File: config.mk
export PLATFORM = sky130hd
export DESIGN_NAME = instr_fetch_unit
export DESIGN_NICKNAME = d
export VERILOG_FILES = /design/src/rtl/instr_fetch_unit.sv
export SDC_FILE = /design/constraint.sdc
export NUM_CORES = 1
export LEC_CHECK = 0
export ABC_AREA = 1
export CELL_PAD_IN_SITES_DETAIL_PLACEMENT = 1
export CELL_PAD_IN_SITES_GLOBAL_PLACEMENT = 1
export CORE_MARGIN = 4
export CORE_UTILIZATION = 25
export DETAILED_ROUTE_END_ITERATION = 8
export PLACE_DENSITY_LB_ADDON = 0.3
export SYNTH_ARGS = -nofsm -noshare
export SYNTH_HDL_FRONTEND = slang
export SYNTH_SLANG_ARGS = --single-unit
File: constraint.sdc
create_clock -name clk -period 17.1 [get_ports clk]
set_input_delay 3.42 -clock clk [delete_from_list [all_inputs] [get_ports clk]]
set_output_delay 3.42 -clock clk [all_outputs]
set_load 0.02 [all_outputs]
File: src/rtl/instr_fetch_unit.sv
// instr_fetch_unit: instruction fetch stage with prefetch queue.
//
// The unit generates sequential fetch PCs and issues them to instruction memory
// over a valid/ready handshake. It buffers in-order responses, tagged with their
// PCs, in a small prefetch queue. The queue head goes to decode over a second
// valid/ready handshake. A redirect flushes the queue, restarts fetch at the
// target, and marks every request still in flight as stale so that its response
// is dropped.
//
// Optional feature: when the macro IFU_PERF_CNT_EN is defined, the unit adds
// three 32-bit performance counters: perf_fetched, perf_redirects and perf_stall.
//
// Ports:
//   clk             in   clock, rising edge
//   rst             in   synchronous active-high reset
//   imem_req_valid  out  fetch request valid
//   imem_req_ready  in   memory accepts the request
//   imem_req_addr   out  word-aligned fetch address
//   imem_rsp_valid  in   in-order response valid (at most one per cycle)
//   imem_rsp_data   in   fetched instruction word
//   redirect_valid  in   branch/jump redirect
//   redirect_pc     in   redirect target (bits [1:0] ignored)
//   instr_valid     out  queue head valid
//   instr_ready     in   downstream accepts the head
//   instr           out  head instruction
//   instr_pc        out  PC of the head instruction
//   perf_*          out  performance counters (IFU_PERF_CNT_EN only)
//
// QDEPTH must be a power of 2 and at least 2.

module instr_fetch_unit #(
   parameter int unsigned     XLEN     = 32,
   parameter logic [XLEN-1:0] RESET_PC = 32'h0000_0000,
   parameter int unsigned     QDEPTH   = 4
) (
   input  logic            clk,
   input  logic            rst,
   output logic            imem_req_valid,
   input  logic            imem_req_ready,
   output logic [XLEN-1:0] imem_req_addr,
   input  logic            imem_rsp_valid,
   input  logic [XLEN-1:0] imem_rsp_data,
   input  logic            redirect_valid,
   input  logic [XLEN-1:0] redirect_pc,
   output logic            instr_valid,
   input  logic            instr_ready,
   output logic [XLEN-1:0] instr,
   output logic [XLEN-1:0] instr_pc
`ifdef IFU_PERF_CNT_EN
   ,
   output logic [31:0]     perf_fetched,
   output logic [31:0]     perf_redirects,
   output logic [31:0]     perf_stall
`endif
);

   localparam int unsigned AW = $clog2(QDEPTH);
   localparam int unsigned CW = AW + 1;

   logic [XLEN-1:0] q_data [QDEPTH];
   logic [XLEN-1:0] q_pc   [QDEPTH];

   logic [CW-1:0]   wptr_q, rptr_q;
   logic [CW-1:0]   outstanding_q, outstanding_d;
   logic [CW-1:0]   discard_q, discard_d;
   logic [XLEN-1:0] fetch_pc_q;
   // PC of the next response that will be kept; only advances on a push.
   logic [XLEN-1:0] rsp_pc_q;

   logic [CW-1:0]   occupancy;
   logic [CW:0]     credit_used;
   logic            req_hs, rsp_take, rsp_drop, push, pop;
   logic [XLEN-1:0] redirect_target;

   // The low two bits of the redirect target are not used.
   logic unused_redirect_lsb;
   assign unused_redirect_lsb = ^redirect_pc[1:0];

   assign redirect_target = {redirect_pc[XLEN-1:2], 2'b00};

   always_comb begin
      occupancy   = wptr_q - rptr_q;
      // Queue slots are reserved for every in-flight request, so a push never overflows.
      credit_used = {1'b0, outstanding_q} + {1'b0, occupancy};

      imem_req_valid = !rst && !redirect_valid && (credit_used < (CW+1)'(QDEPTH));
      imem_req_addr  = fetch_pc_q;
      req_hs         = imem_req_valid && imem_req_ready;

      // Responses with nothing outstanding are spurious and are ignored entirely.
      rsp_take = imem_rsp_valid && (outstanding_q != '0);
      rsp_drop = rsp_take && (redirect_valid || (discard_q != '0));
      push     = rsp_take && !rsp_drop;

      instr_valid = (occupancy != '0);
      pop         = instr_valid && instr_ready;
      instr       = instr_valid ? q_data[rptr_q[AW-1:0]] : '0;
      instr_pc    = instr_valid ? q_pc[rptr_q[AW-1:0]]   : '0;

      outstanding_d = outstanding_q + CW'(req_hs) - CW'(rsp_take);

      // On a redirect, every request still in flight after this cycle is stale.
      if (redirect_valid) begin
         discard_d = outstanding_d;
      end else if (rsp_take && (discard_q != '0)) begin
         discard_d = discard_q - CW'(1);
      end else begin
         discard_d = discard_q;
      end
   end

   always_ff @(posedge clk) begin
      if (rst) begin
         fetch_pc_q    <= RESET_PC;
         rsp_pc_q      <= RESET_PC;
         wptr_q        <= '0;
         rptr_q        <= '0;
         outstanding_q <= '0;
         discard_q     <= '0;
      end else begin
         outstanding_q <= outstanding_d;
         discard_q     <= discard_d;
         if (redirect_valid) begin
            fetch_pc_q <= redirect_target;
            rsp_pc_q   <= redirect_target;
            wptr_q     <= '0;
            rptr_q     <= '0;
         end else begin
            if (req_hs) begin
               fetch_pc_q <= fetch_pc_q + XLEN'(4);
            end
            if (push) begin
               wptr_q   <= wptr_q + CW'(1);
               rsp_pc_q <= rsp_pc_q + XLEN'(4);
            end
            if (pop) begin
               rptr_q <= rptr_q + CW'(1);
            end
         end
      end
   end

   // Queue storage needs no reset; the pointers define which entries are live.
   always_ff @(posedge clk) begin
      if (push && !rst) begin
         q_data[wptr_q[AW-1:0]] <= imem_rsp_data;
         q_pc[wptr_q[AW-1:0]]   <= rsp_pc_q;
      end
   end

`ifdef IFU_PERF_CNT_EN
   logic [31:0] perf_fetched_q, perf_redirects_q, perf_stall_q;

   always_ff @(posedge clk) begin
      if (rst) begin
         perf_fetched_q   <= '0;
         perf_redirects_q <= '0;
         perf_stall_q     <= '0;
      end else begin
         if (pop) begin
            perf_fetched_q <= perf_fetched_q + 32'd1;
         end
         if (redirect_valid) begin
            perf_redirects_q <= perf_redirects_q + 32'd1;
         end
         if (!instr_valid) begin
            perf_stall_q <= perf_stall_q + 32'd1;
         end
      end
   end

   assign perf_fetched   = perf_fetched_q;
   assign perf_redirects = perf_redirects_q;
   assign perf_stall     = perf_stall_q;
`endif

endmodule

======== Yosys cells after proc, flatten, opt, wreduce, memory -nomap -nowiden ========
Memories as Yosys holds them, arrays and structs flattened. A register that Yosys moved wholly into a read port is not among the register bits.
Index checks and enable logic that the tools add are counted.
W data, S select, Z words.
operators by class
  equality and inequality tests ........... 0
  reduce and logical (&&, ||, !) cells .... 20
  multiplexer cells ....................... 14
  $mul .................................... 0
  shift-type cells ........................ 0
  $add $sub $neg .......................... 9
  bitwise operators ....................... 0
  divide/modulo/power cells ............... 0
  order comparisons ....................... 1
operators by type and width
  operator                 number
  $mux W32                 6
  $add A32 B3 Y32 const B  2
  $logic_and A1 B1 Y1      9
  $reduce_bool A3 Y1       3
  $mux W2                  4
  $add A3 B1 Y3 const B    2
  $mux W3                  2
  $reduce_bool A2 Y1       3
  $add A3 B3 Y4            1
  $lt A4 B3 Y1 const B     1
  $add A3 B1 Y3            1
  $logic_not A1 Y1         3
  $sub A3 B1 Y3            1
  $sub A3 B1 Y3 const B    1
  $sub A3 B3 Y3            1
  $mux W1                  2
  $reduce_or A2 Y1         1
  $logic_or A1 B1 Y1       1
storage, ports and cells
  RAM bits ................................ 256
  bits in read-only memories .............. 0
  output and inout port bits .............. 98
  register bits ........................... 76
  input port bits ......................... 70
  logic and storage cells ................. 54
  memories ................................ 2
  latch bits .............................. 0
memory list
  memory  words  width  read ports  clocked after memory_dff  wr ports  RTL line  RTL
  q_data  4      32     1           1                         1         60        logic [XLEN-1:0] q_data [QDEPTH];
  q_pc    4      32     1           1                         1         61        logic [XLEN-1:0] q_pc [QDEPTH];

======== Logic depth before layout (Yosys ltp) ========
Gate-level depths: netlist of the first run.
  depth after elaboration ................. 8
  mapped depth ............................ 24
  mapped depth without buffers ............ 23

======== Least setup slack after synthesis of the first run ========
Ideal clock, no wire load.
  path kind ............................... input to register
  start ................................... input redirect_valid
  end ..................................... memory q_data[3][0] (enable)
  library setup time ...................... 0.558 ns
  buffers on the path ..................... 2
  arrival ................................. 8.172 ns
  required time ........................... 16.542 ns
  stages on the path ...................... 5
  setup slack ............................. 8.370 ns
  cell sequence ........................... buf_4 nor2_1 nand3_1 buf_2 nor3_1
on the way
  longest elaborated chain between the ends .. 7
ends and longest elaborated chain
  element                        RTL line  RTL
  start: declaration             43        input logic redirect_valid,
  $logic_or A1 B1 Y1             92        rsp_drop = rsp_take && (redirect_valid || (discard_q != '0));
  $logic_and A1 B1 Y1            92
  $logic_not A1 Y1               93        push = rsp_take && !rsp_drop;
  $logic_and A1 B1 Y1            93
  $logic_and A1 B1 Y1            145       if (push && !rst) begin
  $mux W1                        145
  $mux W1 (not written as such)  146       q_data[wptr_q[AW-1:0]] <= imem_rsp_data;
  end: declaration               60
Every way passes these cells.

======== Worst setup path after layout of the first run ========
  start ................................... input rst
  end ..................................... output imem_req_valid
on the way
  longest elaborated chain between the ends .. 3
ends and longest elaborated chain
  element                            RTL line  RTL
  start: declaration                 37        input logic rst,
  $logic_not A1 Y1                   86        imem_req_valid = !rst && !redirect_valid && (credit_used < (CW+1)'(QDEPTH));
  $logic_and A1 B1 Y1 (2 in series)  86
  end: declaration                   38        output logic imem_req_valid,
Every way passes these cells.

==> impl_results.md, run 1 <==
* Wirelength, routed at 43370 um
* Worst VDD drop at 0.06429 mV
* Most frequent cell after synthesis: nand2_1
* Post-Place Cells at 2435
* Skew-Pair Late Insertion Delay at 0.54 ns
* Tot GR Track Use at 13.54%
* Fillers at 6608
* Hold path endpoint: discard_q[1]$_SDFFE_PP0P_
* Post-Route Setup TNS at 0 ns
* # hold bufs at CTS at 0
* Final worst path period share at 49.94%
* Number of warning messages in the yosys log at 0
* Worst Hold Class: flip-flop to flip-flop
* I/O Pins at 168
* Startpoint of the worst hold path: discard_q[1]$_SDFFE_PP0P_
* Worst clock skew at 0.02739 ns
* Fmax at 0.1171 GHz
* Commonest cells in the synthesized netlist: 305 x nand2_1, 290 x nor2_1, 248 x edfxtp_1
* Sw frac at 28.22%
* Vias in the first global route at 11842
* Yosys top cell by area: edfxtp_1
* Kind of critical path: input pin to primary output
* Starting Density at 25.40%
* Power Density at 118.8 nW/um^2
* CTS tree: built
* Slew Viols, Final at 0
* Layout Cells excl Fill at 2503
* Post-CTS setup buffers at 0
* Clock share of power at 38.7%
* Drt wl/cell at 17.33 um
* Detailed Place HPWL at 27540 um
* Hold Violations, Final at 0
* Finished Core Util at 31.66%
* Netlist cell types at 41
* Reg2Reg Capture Point: discard_q[2]$_SDFFE_PP0P_
* H-tree depth at 2
* Leakage at 0.006877 uW
* Area after DPL at 17060 um^2
* Die width at 250.8 um
* Drt initial violations at 519
* Main synth FF type: edfxtp_1
* Crit path required time at 13.68 ns
* Routed vias/inst at 4.537
* CTS Buf Count at 39
* EDFF count, synth at 248
* Setup crit start kind: input pin
* Num rows at 88
* Syn-to-layout area delta at 24.65%
* Status: finished clean
* Layout cells sized above 1 at 5.524%
* Flop pwr share at 41.5%
* Syn_area_per_cell at 9.392 um^2
* Flop-to-flop setup slack at 13.25 ns
* Post-synthesis register bit count at 322
* Port bufs at 161
* Synth top area share at 50.53%
* Post-route cell area at 18370 um^2
* Final setup viols at 0
* Routability cong. at 0.7884
* PostCTS Resize Cnt at 0
* Synthesized area at 14740 um^2
* Slew HR at 29.11%
* Fin crit period at 8.539 ns
* DIE HEIGHT at 250.8 um
* RSZ-0062 raised after global routing: no
* Global-route wire length before repair at 67950 um
* Antenna diode count at 0
* Clock buffer depth at 3
* Top cells by area, synth: edfxtp_1 51%, dfxtp_1 10%, nand2_1 7.8%, nor2_1 7.4%, inv_1 4.4%
* Nets at 1797
* Hold path cells at 2
* Antenna violations before repair at 0
* Gate power share at 19.8%
* Worst-path fanout max at 42
* Largest net degree at the start of global routing at 99
* Sequential share of the synthesized area at 60.59%
* Critical path arrival at 5.12 ns
* CP endpoint kind: primary output
* Int Pwr at 1567 uW
* Die area at 62900 um^2
* Pre-Repair DR Iteration Count at 5
* Core area at 58030 um^2
* Max cap viols at 0
* Total clock sinks at 322
* Vias at 11356
* Tightest Pin Transition at 1.063 ns
* Asr flop ratio synth at 0%
* Synth Instances at 1569
* Switching Power at 616.0 uW
* Grt total ovfl at 0
* Detail Route Antenna Nets at 0
* Launching point of the worst reg2reg path: wptr_q[0]$_SDFFE_PP0P_
* # DRC at 0
* Root buffer cell: clkbuf_16
* Clock transition at path regs at 0.05 ns
* R2R depth at 23
-- layer usage --
metal  vias up  global-route usage [%]  wire length [um]
met4         0                   2.647               626
met3        49                   3.104              2076
li1       5523                       -                 -
met2       204                   22.89             20590
met1      5580                   17.95             20080
met5         -                       0                 0
-- state kept, by name (all words and copies together), names as in the netlist, named ones only --
signal / flops
wptr_q: 3
rsp_pc_q: 30
rptr_q: 3
outstanding_q: 3
q_pc: 120
q_data: 128
imem_req_addr: 30
discard_q: 3
-- cell usage in the layout (no fill, tap or decap), types with 3 or more instances in the layout --
master	count
nand2_1	305
nor2_1	287
edfxtp_1	248
inv_1	174
clkdlybuf4s50_1	159
o21ai_0	102
nand3_1	101
dfxtp_1	72
o32ai_1	62
a21oi_1	49
clkbuf_16	40
xor2_1	14
ha_1	14
o21ai_1	13
buf_4	12
nor2_4	9
clkbuf_1	9
nand4_1	5
clkbuf_8	5
bufinv_16	5
nor2_2	4
clkinv_1	4
o21bai_1	4
clkinv_2	4
conb_1	4
nand2_2	3
nand3b_1	3
-- kinds of logic (layout without fill, tap and decap cells) --
family | count (synthesis) | in the layout | synth area share, %
xor gates and xnor gates | 15 | 15 | 0.8915
other | 1 | 4 | 0.02545
DFF | 322 | 322 | 60.59
adders and majority gates | 16 | 16 | 1.460
buffers and inverters | 253 | 419 | 7.073
and+or+nand+nor | 727 | 727 | 20.26
AOI/OAI and AO/OA | 235 | 235 | 9.705
-- worst max-delay path, cell delays in order --
cell	delay (ns)
buf_2	0.09
buf_4	0.30
nor2_8	0.39
nand2_2	0.11
nor2_4	0.17
clkdlybuf4s50_1	0.62
-- cell type report --
cell class	count	area, um^2	share of cell area [%]
clock buffer	55	1111	6.049
clock inverter	13	193.9	1.056
timing repair buffer	173	1692	9.209
tap	765	957.2	5.211
multi-input combinational	997	4805	26.16
inverter	178	674.4	3.671
sequential	322	8936	48.65
-- power groups by stage --
stage	Sequential [uW]	Clock [uW]	Combinational, uW
2_1_floorplan	914	0	252
3_3_place_gp	921	0	437
3_5_place_dp	923	0	445
4_1_cts	907	876	447
5_1_grt	911	907	484
6_report	906	844	433
-- worst max-delay path by stage --
stage	startpoint	end	slack, ns	cells past startpoint
detailed placement	rst	imem_req_valid	8.52	6
finish	rst	imem_req_valid	8.56	6
global placement	rst	imem_req_valid	8.51	6
global route	rst	imem_req_valid	8.42	6
floorplan	redirect_valid	q_data[3][0]$_DFFE_PP_	8.37	5
CTS	rst	imem_req_valid	8.51	6
-- stage by stage --
stage	worst slack (ns)	power, uW	hold WS (ns)
floorplan	8.370	1166	0.4612
global placement	8.509	1358	0.4723
detailed placement	8.516	1368	0.4881
CTS	8.508	2229	0.4960
global route	8.422	2303	0.5184
finish	8.561	2183	0.4915
Power figures use the tool's default switching activity.
==> run 2: changes to the inputs <==
==> constraint.sdc (replaced) <==
create_clock -name clk -period 7.2 [get_ports clk]
set_input_delay 1.44 -clock clk [delete_from_list [all_inputs] [get_ports clk]]
set_output_delay 1.44 -clock clk [all_outputs]
set_load 0.02 [all_outputs]
==> impl_results.md, run 2 (synthesized netlist as in run 1, its figures left out) <==
* Status: finished clean
* Global-route wire length before repair at 68750 um
* I/O Pins at 168
* Post-Route Setup TNS at 0 ns
* Max reg flops at 128
* Worst clock skew at 0.03456 ns
* Detail Route Antenna Nets at 0
* CTS tree: built
* Final worst path period share at 72.65%
* Antenna violations before repair at 0
* Slew HR at 28.57%
* Antenna diode count at 0
* Setup crit start kind: flip-flop
* Core area at 58030 um^2
* Worst VDD drop at 0.1525 mV
* Switching Power at 1482 uW
* Pre-Repair DR Iteration Count at 5
* H-tree depth at 2
* Final setup viols at 0
* Drt wl/cell at 17.54 um
* Power Density at 278.3 nW/um^2
* DIE HEIGHT at 250.8 um
* Root buffer cell: clkbuf_16
* Flop pwr share at 42.4%
* Pre-CTS WS at 2.448 ns
* # hold bufs at CTS at 0
* Tightest Pin Transition at 1.071 ns
* Starting Density at 25.40%
* Fillers at 6641
* Clock share of power at 37.4%
* Kind of critical path: flip-flop to primary output
* Port bufs at 161
* Most frequent cells in the layout: 305 x nand2_1, 287 x nor2_1, 248 x edfxtp_1
* Int Pwr at 3615 uW
* Final worst slack at 1.969 ns
* Layout Cells excl Fill at 2509
* Fmax at 0.1912 GHz
* Die area at 62900 um^2
* # DRC at 0
* Total clock sinks at 322
* Drt initial violations at 551
* Nets at 1802
* Die width at 250.8 um
* Crit path required time at 5.76 ns
* Grt total ovfl at 0
* Vias in the first global route at 11865
* Num rows at 88
* Gate power share at 20.2%
* Post-Place Cells at 2440
* Routability cong. at 0.7895
* Worst-path fanout max at 27
* Post-CTS setup buffers at 0
* Slew Viols, Final at 0
* Routed vias/inst at 4.585
* Leakage at 0.006849 uW
* Skew-Pair Late Insertion Delay at 0.55 ns
* Syn-to-layout area delta at 24.30%
* Vias at 11504
* Critical path arrival at 3.79 ns
* Hold Violations, Final at 0
* Fin crit period at 5.231 ns
* Clock transition at path regs at 0.06 ns
* Worst Hold Class: flip-flop to flip-flop
* PostCTS Resize Cnt at 0
* Detailed Place HPWL at 28610 um
* Most common cell after layout, fill and taps aside: nand2_1
* Clock buffer depth at 3
* Wirelength, routed at 44010 um
* Sw frac at 29.08%
* Tot GR Track Use at 13.70%
* CTS Buf Count at 39
* Largest net degree at the start of global routing at 95
* CP endpoint kind: primary output
* Max cap viols at 0
* Layout cells sized above 1 at 5.505%
* RSZ-0062 raised after global routing: no
==> run 2: path summary, 6_finish.rpt <==
check                                 start                        end  slack, ns  cells after the start
setup / recovery     wptr_q[0]$_SDFFE_PP0P_                  instr[23]       1.97                     11
hold / removal    discard_q[1]$_SDFFE_PP0P_  discard_q[1]$_SDFFE_PP0P_       0.49                      2
setup reg to reg     wptr_q[0]$_SDFFE_PP0P_  discard_q[2]$_SDFFE_PP0P_       3.38                     23
hold reg to reg   discard_q[1]$_SDFFE_PP0P_  discard_q[1]$_SDFFE_PP0P_       0.49                      2
==> run 2: area by class of cell <==
type	instances	area, um^2	area share, %
clock buffer	51	1021	5.574
clock inverter	18	195.2	1.066
inverter	178	674.4	3.682
multi-input combinational	997	4805	26.23
sequential	322	8936	48.78
tap	765	957.2	5.225
timing repair buffer	178	1729	9.440
==> run 2: per-stage QoR <==
stage	cell area (um^2)	total power [uW]	utilization, %	hold slack, ns
after global routing	18320	5376	31.57	0.5205
final	18320	5098	31.57	0.4886
after CTS	18320	5196	31.57	0.4927
after floorplan	14750	2768	-	0.4612
after detailed placement	17100	3253	29.47	0.4849
after global placement	17100	3228	29.47	0.4711
==> run 2: power by group through the flow <==
stage                     combinational, uW  sequential [uW]  clock (uW)
after floorplan                         598             2170           0
after global placement                 1030             2200           0
after detailed placement               1050             2200           0
after CTS                              1060             2160        1980
after global routing                   1140             2170        2060
final                                  1030             2160        1910
==> run 2: critical path: stages (launching register included) <==
cell and delay [ns]:
dfxtp_1 0.32, inv_1 0.16, ha_1 0.17, inv_1 0.05, fa_1 0.40, xnor2_1 0.14
nand2_1 0.10, nand3_2 0.63, buf_4 0.52, nand2_1 0.14, inv_1 0.04, clkdlybuf4s50_1 0.53
==> run 2: metal layers <==
metal / up-vias / track usage (%) / wire [um]
met4: 0 / 2.489 / 581
met3: 47 / 2.824 / 1833
met2: 194 / 22.70 / 20310
met1: 5718 / 18.83 / 21280
li1: 5545 / - / -
met5: - / 0 / 0
